## src/rtl/ctrl_pkg.sv

```systemverilog
// Shared encodings for the RV32I(M) pipeline control unit: opcodes, ALU/MulDiv codes,
// result and immediate selects, and the ID control bundle.
package ctrl_pkg;

   localparam logic [6:0] OP_R      = 7'b0110011;
   localparam logic [6:0] OP_I      = 7'b0010011;
   localparam logic [6:0] OP_LOAD   = 7'b0000011;
   localparam logic [6:0] OP_STORE  = 7'b0100011;
   localparam logic [6:0] OP_BRANCH = 7'b1100011;
   localparam logic [6:0] OP_JAL    = 7'b1101111;
   localparam logic [6:0] OP_JALR   = 7'b1100111;
   localparam logic [6:0] OP_LUI    = 7'b0110111;
   localparam logic [6:0] OP_AUIPC  = 7'b0010111;

   // Codes 16..23 select the multiply/divide unit, ordered by funct3.
   typedef enum logic [4:0] {
      ALU_ADD    = 5'd0,
      ALU_SUB    = 5'd1,
      ALU_SLL    = 5'd2,
      ALU_SLT    = 5'd3,
      ALU_SLTU   = 5'd4,
      ALU_XOR    = 5'd5,
      ALU_SRL    = 5'd6,
      ALU_SRA    = 5'd7,
      ALU_OR     = 5'd8,
      ALU_AND    = 5'd9,
      ALU_MUL    = 5'd16,
      ALU_MULH   = 5'd17,
      ALU_MULHSU = 5'd18,
      ALU_MULHU  = 5'd19,
      ALU_DIV    = 5'd20,
      ALU_DIVU   = 5'd21,
      ALU_REM    = 5'd22,
      ALU_REMU   = 5'd23
   } alu_ctl_e;

   typedef enum logic [1:0] {
      RES_ALU = 2'b00,
      RES_MEM = 2'b01,
      RES_PC4 = 2'b10,
      RES_IMM = 2'b11
   } result_src_e;

   typedef enum logic [2:0] {
      IMM_I = 3'd0,
      IMM_S = 3'd1,
      IMM_B = 3'd2,
      IMM_U = 3'd3,
      IMM_J = 3'd4
   } imm_src_e;

   typedef struct packed {
      logic        reg_write;
      logic        mem_write;
      logic        branch;
      logic        jump;
      logic        jalr;
      logic        mul_div;
      logic        alu_src_a;
      logic [1:0]  alu_src_b;
      result_src_e result_src;
      alu_ctl_e    alu_control;
   } ctrl_t;

   function automatic alu_ctl_e alu_base(input logic [2:0] funct3);
      case (funct3)
         3'b000:  return ALU_ADD;
         3'b001:  return ALU_SLL;
         3'b010:  return ALU_SLT;
         3'b011:  return ALU_SLTU;
         3'b100:  return ALU_XOR;
         3'b101:  return ALU_SRL;
         3'b110:  return ALU_OR;
         default: return ALU_AND;
      endcase
   endfunction

   function automatic alu_ctl_e alu_md(input logic [2:0] funct3);
      case (funct3)
         3'b000:  return ALU_MUL;
         3'b001:  return ALU_MULH;
         3'b010:  return ALU_MULHSU;
         3'b011:  return ALU_MULHU;
         3'b100:  return ALU_DIV;
         3'b101:  return ALU_DIVU;
         3'b110:  return ALU_REM;
         default: return ALU_REMU;
      endcase
   endfunction

endpackage

```

## src/rtl/ctrl_decoder.sv

```systemverilog
// Combinational ID-stage decoder: op/funct3/funct7 to the control bundle.
// Any unsupported encoding yields an all-zero bundle with illegal set.
module ctrl_decoder
   import ctrl_pkg::*;
#(
   parameter bit ENABLE_M = 1'b1
) (
   input  logic [6:0] op,
   input  logic [2:0] funct3,
   input  logic [6:0] funct7,
   output ctrl_t      ctrl,
   output imm_src_e   imm_src,
   output logic       illegal
);

   always_comb begin
      ctrl    = '0;
      imm_src = IMM_I;
      illegal = 1'b0;
      case (op)
         OP_R: begin
            ctrl.reg_write = 1'b1;
            if (funct7 == 7'b0000000) begin
               ctrl.alu_control = alu_base(funct3);
            end else if (funct7 == 7'b0100000 && funct3 == 3'b000) begin
               ctrl.alu_control = ALU_SUB;
            end else if (funct7 == 7'b0100000 && funct3 == 3'b101) begin
               ctrl.alu_control = ALU_SRA;
            end else if (funct7 == 7'b0000001 && ENABLE_M) begin
               ctrl.mul_div     = 1'b1;
               ctrl.alu_control = alu_md(funct3);
            end else begin
               illegal = 1'b1;
            end
         end
         OP_I: begin
            ctrl.reg_write   = 1'b1;
            ctrl.alu_src_b   = 2'b01;
            ctrl.alu_control = alu_base(funct3);
            // Shift-immediates carry funct7 in imm[11:5]; only SLLI/SRLI/SRAI patterns exist.
            if (funct3 == 3'b001 && funct7 != 7'b0000000) illegal = 1'b1;
            if (funct3 == 3'b101) begin
               if (funct7 == 7'b0100000)      ctrl.alu_control = ALU_SRA;
               else if (funct7 != 7'b0000000) illegal = 1'b1;
            end
         end
         OP_LOAD: begin
            ctrl.reg_write  = 1'b1;
            ctrl.result_src = RES_MEM;
            ctrl.alu_src_b  = 2'b01;
            if (funct3 == 3'b011 || funct3 == 3'b110 || funct3 == 3'b111) illegal = 1'b1;
         end
         OP_STORE: begin
            ctrl.mem_write = 1'b1;
            ctrl.alu_src_b = 2'b01;
            imm_src        = IMM_S;
            if (funct3 > 3'b010) illegal = 1'b1;
         end
         OP_BRANCH: begin
            ctrl.branch      = 1'b1;
            ctrl.alu_control = ALU_SUB;
            imm_src          = IMM_B;
            if (funct3[2:1] == 2'b01) illegal = 1'b1;
         end
         OP_JAL: begin
            ctrl.jump       = 1'b1;
            ctrl.reg_write  = 1'b1;
            ctrl.result_src = RES_PC4;
            ctrl.alu_src_a  = 1'b1;
            ctrl.alu_src_b  = 2'b01;
            imm_src         = IMM_J;
         end
         OP_JALR: begin
            ctrl.jump       = 1'b1;
            ctrl.jalr       = 1'b1;
            ctrl.reg_write  = 1'b1;
            ctrl.result_src = RES_PC4;
            ctrl.alu_src_b  = 2'b01;
            if (funct3 != 3'b000) illegal = 1'b1;
         end
         OP_LUI: begin
            ctrl.reg_write  = 1'b1;
            ctrl.result_src = RES_IMM;
            ctrl.alu_src_b  = 2'b01;
            imm_src         = IMM_U;
         end
         OP_AUIPC: begin
            ctrl.reg_write = 1'b1;
            ctrl.alu_src_a = 1'b1;
            ctrl.alu_src_b = 2'b01;
            imm_src        = IMM_U;
         end
         default: illegal = 1'b1;
      endcase
      if (illegal) begin
         ctrl    = '0;
         imm_src = IMM_I;
      end
   end

endmodule

```

## src/rtl/pipe_ctrl_unit.sv

```systemverilog
// Pipelined control for the 5-stage RV32I(M) core: ID/EX, EX/MEM, MEM/WB control registers,
// EX branch resolution and the divide occupancy counter. ALUCTL_W must be at least 5.
module pipe_ctrl_unit
   import ctrl_pkg::*;
#(
   parameter bit ENABLE_M   = 1'b1,
   parameter int DIV_CYCLES = 32,
   parameter int ALUCTL_W   = 5
) (
   input  logic                clock,
   input  logic                reset,
   input  logic [6:0]          op,
   input  logic [2:0]          funct3,
   input  logic [6:0]          funct7,
   input  logic                StallE,
   input  logic                FlushE,
   input  logic                ZeroE,
   input  logic                LtE,
   input  logic                LtuE,
   output logic [2:0]          ImmSrcD,
   output logic                IllegalD,
   output logic                ALUSrcAE,
   output logic [1:0]          ALUSrcBE,
   output logic [ALUCTL_W-1:0] ALUControlE,
   output logic                MulDivE,
   output logic                DivBusyE,
   output logic                ResultSrcE0,
   output logic                PCSrcE,
   output logic                PCJalrE,
   output logic                MemWriteM,
   output logic [2:0]          MemSizeM,
   output logic                RegWriteM,
   output logic                RegWriteW,
   output logic [1:0]          ResultSrcW
);

   localparam int CNT_W = $clog2(DIV_CYCLES);

   ctrl_t             ctrl_d;
   ctrl_t             ctrl_e;
   imm_src_e          imm_src_d;
   logic [2:0]        funct3_e;
   logic [CNT_W-1:0]  cnt;
   logic              div_busy;
   logic              div_d;
   logic              taken;
   logic              reg_write_m;
   logic              mem_write_m;
   result_src_e       result_src_m;
   logic [2:0]        funct3_m;
   logic              reg_write_w;
   result_src_e       result_src_w;

   ctrl_decoder #(.ENABLE_M(ENABLE_M)) u_decoder (
      .op      (op),
      .funct3  (funct3),
      .funct7  (funct7),
      .ctrl    (ctrl_d),
      .imm_src (imm_src_d),
      .illegal (IllegalD)
   );

   assign ImmSrcD  = imm_src_d;
   assign div_d    = ctrl_d.mul_div & funct3[2];
   assign div_busy = (cnt != '0);

   // A busy divide holds EX on its own so occupancy does not depend on the hazard unit.
   always_ff @(posedge clock or negedge reset) begin
      if (!reset) begin
         ctrl_e   <= '0;
         funct3_e <= '0;
         cnt      <= '0;
      end else if (FlushE) begin
         ctrl_e   <= '0;
         funct3_e <= '0;
         cnt      <= '0;
      end else if (div_busy) begin
         cnt <= cnt - CNT_W'(1);
      end else if (!StallE) begin
         ctrl_e   <= ctrl_d;
         funct3_e <= funct3;
         cnt      <= div_d ? CNT_W'(DIV_CYCLES - 1) : '0;
      end
   end

   always_comb begin
      taken = 1'b0;
      case (funct3_e)
         3'b000:  taken = ZeroE;
         3'b001:  taken = ~ZeroE;
         3'b100:  taken = LtE;
         3'b101:  taken = ~LtE;
         3'b110:  taken = LtuE;
         3'b111:  taken = ~LtuE;
         default: taken = 1'b0;
      endcase
   end

   assign ALUSrcAE    = ctrl_e.alu_src_a;
   assign ALUSrcBE    = ctrl_e.alu_src_b;
   assign ALUControlE = ALUCTL_W'(ctrl_e.alu_control);
   assign MulDivE     = ctrl_e.mul_div;
   assign DivBusyE    = div_busy;
   assign ResultSrcE0 = (ctrl_e.result_src == RES_MEM);
   assign PCSrcE      = (ctrl_e.branch & taken) | ctrl_e.jump;
   assign PCJalrE     = ctrl_e.jump & ctrl_e.jalr;

   always_ff @(posedge clock or negedge reset) begin
      if (!reset) begin
         reg_write_m  <= 1'b0;
         mem_write_m  <= 1'b0;
         result_src_m <= RES_ALU;
         funct3_m     <= '0;
      end else if (div_busy) begin
         reg_write_m  <= 1'b0;
         mem_write_m  <= 1'b0;
         result_src_m <= RES_ALU;
         funct3_m     <= '0;
      end else begin
         reg_write_m  <= ctrl_e.reg_write;
         mem_write_m  <= ctrl_e.mem_write;
         result_src_m <= ctrl_e.result_src;
         funct3_m     <= funct3_e;
      end
   end

   always_ff @(posedge clock or negedge reset) begin
      if (!reset) begin
         reg_write_w  <= 1'b0;
         result_src_w <= RES_ALU;
      end else begin
         reg_write_w  <= reg_write_m;
         result_src_w <= result_src_m;
      end
   end

   assign MemWriteM  = mem_write_m;
   assign MemSizeM   = funct3_m;
   assign RegWriteM  = reg_write_m;
   assign RegWriteW  = reg_write_w;
   assign ResultSrcW = result_src_w;

endmodule

```

## config.mk

```make
export PLATFORM = sky130hd
export DESIGN_NAME = pipe_ctrl_unit
export DESIGN_NICKNAME = d
export VERILOG_FILES = /design/src/rtl/ctrl_pkg.sv /design/src/rtl/ctrl_decoder.sv /design/src/rtl/pipe_ctrl_unit.sv
export SDC_FILE = /design/constraint.sdc
export NUM_CORES = 1
export LEC_CHECK = 0
export CORE_UTILIZATION = 40
export CTS_BUF_LIST = sky130_fd_sc_hd__clkbuf_16
export DETAILED_ROUTE_END_ITERATION = 8
export GPL_TIMING_DRIVEN = 0
export PLACE_DENSITY_LB_ADDON = 0.3
export SLEW_MARGIN = 30
export SYNTH_ARGS = -nofsm -noshare
export SYNTH_HDL_FRONTEND = slang
export SYNTH_SLANG_ARGS = --single-unit
```

## constraint.sdc

```tcl
create_clock -name clock -period 3.5 [get_ports clock]
set_clock_uncertainty 0.15 [all_clocks]
set_input_delay 0.7 -clock clock [delete_from_list [all_inputs] [get_ports clock]]
set_output_delay 0.7 -clock clock [all_outputs]
set_load 0.02 [all_outputs]
```

==> metrics <==
status finished clean; TritonRoute pass-1 iters 4; CTS buffer count 5; DP Cell Count 332; Final Cell Area around 2800 um2; crit path cell chain clkdlybuf4s50_1, nand2b_1, nor3_2, and2_1, clkdlybuf4s50_1; crit path max-delay cell type clkdlybuf4s50_1; async set-reset flop share out of synthesis between 90% and 100%; GRT overflow 0; final wirelength approximately 4600 um; fin crit share slightly below 100%; vias per cell around 5.3; CTS tree yes; kind of critical path input port to output pin; CP Launch Type input port; CP arrival roughly 2.6 ns; first-pass GRT wire length ~7400 um; ant diodes 0; Max Slew Vio Count 0; final hold vios 0; Synth Flop Type dfrtp_1; Die W 73.1 um; Layout Nets 300; biggest area consumer among synthesized cells dfrtp_1; pwr dens 457 nW/um2; syn avg cell area between 9 and 10 um2; area added between synthesis and finish 38.8%; maximum VDD drop about 0.25 mV; CP most frequent cell clkdlybuf4s50_1; most frequent cells in the layout clkdlybuf4s50_1 (40), dfrtp_1 (32), nand2_1 (28), nor2_1 (12); vias in the first global route 1619; Clk Tree Root Cell clkbuf_16; post-route ant nets 0; Ys Warns 0; flop2flop setup slack between 1 and 1.5 ns; max cap viols 0; largest net degree at the start of global routing 23; DP Area roughly 2600 um2; top area cells in the synthesized netlist dfrtp_1 (40%), nand2_1 (5.2%), buf_4 (3.3%); leakage ~1.2 nW; Crit. End Element output pin; total negative slack 0 ns; Residual DRC 0; area share of the largest cell type after synthesis roughly 40%; final cell count without fillers between 300 and 400; Row Count 25; hold buffers post-CTS 0; Starting DRT DRC Count 111; Die Y ~73 um; HPWL Detailed around 3400 um; Max Buffers Root-to-Sink 2; Post-synth EDFFs 0; routability cong. ~0.84; ratio of cells with drive above 1 in the final layout a little under a fifth; Cell Area, Synth ~2000 um2; register area share after synthesis roughly 40%; Post-Syn Nets between 200 and 250; Worst-Margin Slew 0.612 ns; crit-path max cell delay a little over 0.6 ns; global-route usage over all layers between 10% and 20%; Total Power approximately 0.0013 W; Clk Latency, worst-skew pair between 0.2 and 0.3 ns; PortBufs between 40 and 50; fmax 294 MHz; commonest non-fill, non-tap cell in the layout clkdlybuf4s50_1; initial antenna violation count 0; CP required between 2 and 3 ns; Clock Sinks 32; die area 5340 um2; distinct cell type count after synthesis 64; final worst path period need about 3.4 ns; per-cell routed wire length between 10 and 15 um; Worst-path clk slew around 0.050 ns; I/O pin total 49; RSZ-0062 raised after global routing no; Vias between 1500 and 2000; cells after synthesis 219; initial core utilization 42.2%; Core Area approximately 4800 um2; Crit Path Max Fanout 7; Max-slew headroom approximately three fifths; Final Setup Violations 0; Hold Path Class input port to asynchronous set/reset pin; CTS H-Tree Depth 2; Yosys reg bits 32
cell families after synthesis:
logic type,share of synthesized area (%)
AOI/OAI and AO/OA,15.7
xor gates and xnor gates,2.17
adders and majority gates,0.619
buffers and inverters,6.01
DFF,39.6
muxes,0.991
other,0.186
and+or+nand+nor,34.7
flip-flops by register name, summed over array words and instances, names as in the netlist:
| name | count |
|---|---|
| RegWriteM | 1 |
| result_src_m | 2 |
| cnt | 5 |
| MemSizeM | 3 |
| ResultSrcW | 2 |
| ALUSrcAE | 1 |
| ctrl_e | 7 |
| RegWriteW | 1 |
| ALUControlE | 4 |
| MulDivE | 1 |
| ALUSrcBE | 1 |
| funct3_e | 3 |
| MemWriteM | 1 |
stage by stage:
stage / worst slack, ns / utilization (%) / hold slack (ns)
floorplan: 0.537 / - / 0.181
finish: 0.0951 / 58.6 / 0.166
global route: 0.000820 / 58.6 / 0.179
global placement: -0.422 / 53.4 / 0.183
detailed placement: -0.431 / 53.9 / 0.185
CTS: 0.00233 / 58.4 / 0.172
synth_stat cells, drive strengths merged, types with 2 or more instances:
| cell type | n |
|---|---|
| a211oi | 4 |
| nand2b | 6 |
| clkbuf | 6 |
| nor4b | 2 |
| nor2b | 4 |
| o21ai | 11 |
| dfrtp | 32 |
| a21o | 2 |
| nand3 | 9 |
| and3 | 2 |
| nor3 | 10 |
| xnor2 | 4 |
| buf | 10 |
| a221oi | 2 |
| a21oi | 12 |
| or2b | 2 |
| and4 | 3 |
| nor4 | 4 |
| or4b | 3 |
| and2 | 10 |
| or3 | 2 |
| nand4b | 2 |
| o31ai | 4 |
| nand3b | 3 |
| nand2 | 28 |
| mux2i | 2 |
| or4 | 2 |
| nor2 | 13 |
| nor3b | 2 |
| inv | 7 |
| nand4 | 2 |
critical path, delay by kind of cell:
kind / cells / cell delay [ns]
buf+inv: 2 / 1.11
simple gates: 3 / 0.74
routing by layer:
metal / wire [um] / vias to the layer above / global-route usage, %
met5: 0 / - / 0
met4: 50 / 0 / 6.32
met3: 255 / 5 / 4.70
met2: 2220 / 64 / 30.8
met1: 2030 / 842 / 22.2
li1: - / 896 / -
report_power, final:
group	switching (W)	internal (W)	leakage, nW
sequential	0.0000307	0.000403	0.442
clock	0.000153	0.000334	0.0798
combinational	0.000205	0.000158	0.656
total	0.000388	0.000895	1.18
cell type report:
class	instances	area (um2)
buffer	16	101
clock buffer	5	125
clock inverter	3	42.5
fill	439	1980
inverter	7	26.3
multi-input combinational	164	1140
sequential	32	801
tap	67	83.8
timing repair buffer	49	489
path summary, 6_finish.rpt:
path                                 start             end  cells after the start
max                                  op[4]      ImmSrcD[2]                      5
min                                  reset     ALUSrcBE[0]                      1
max reg2reg                         cnt[0]  ALUControlE[0]                      7
min reg2reg                result_src_m[1]   ResultSrcW[1]                      0
max in group asynchronous            reset     funct3_e[0]                      2
min in group clock         result_src_m[1]   ResultSrcW[1]                      0
timing repair:
| item | in CTS | in global routing |
|---|---|---|
| gates resized for setup | 14 | 6 |
| setup endpoints to repair | 4 | 3 |
| hold endpoints to repair | 0 | 0 |
| setup buffers | 3 | 0 |
| pin swaps | 2 | 0 |
(Power assumes the default switching activity.)
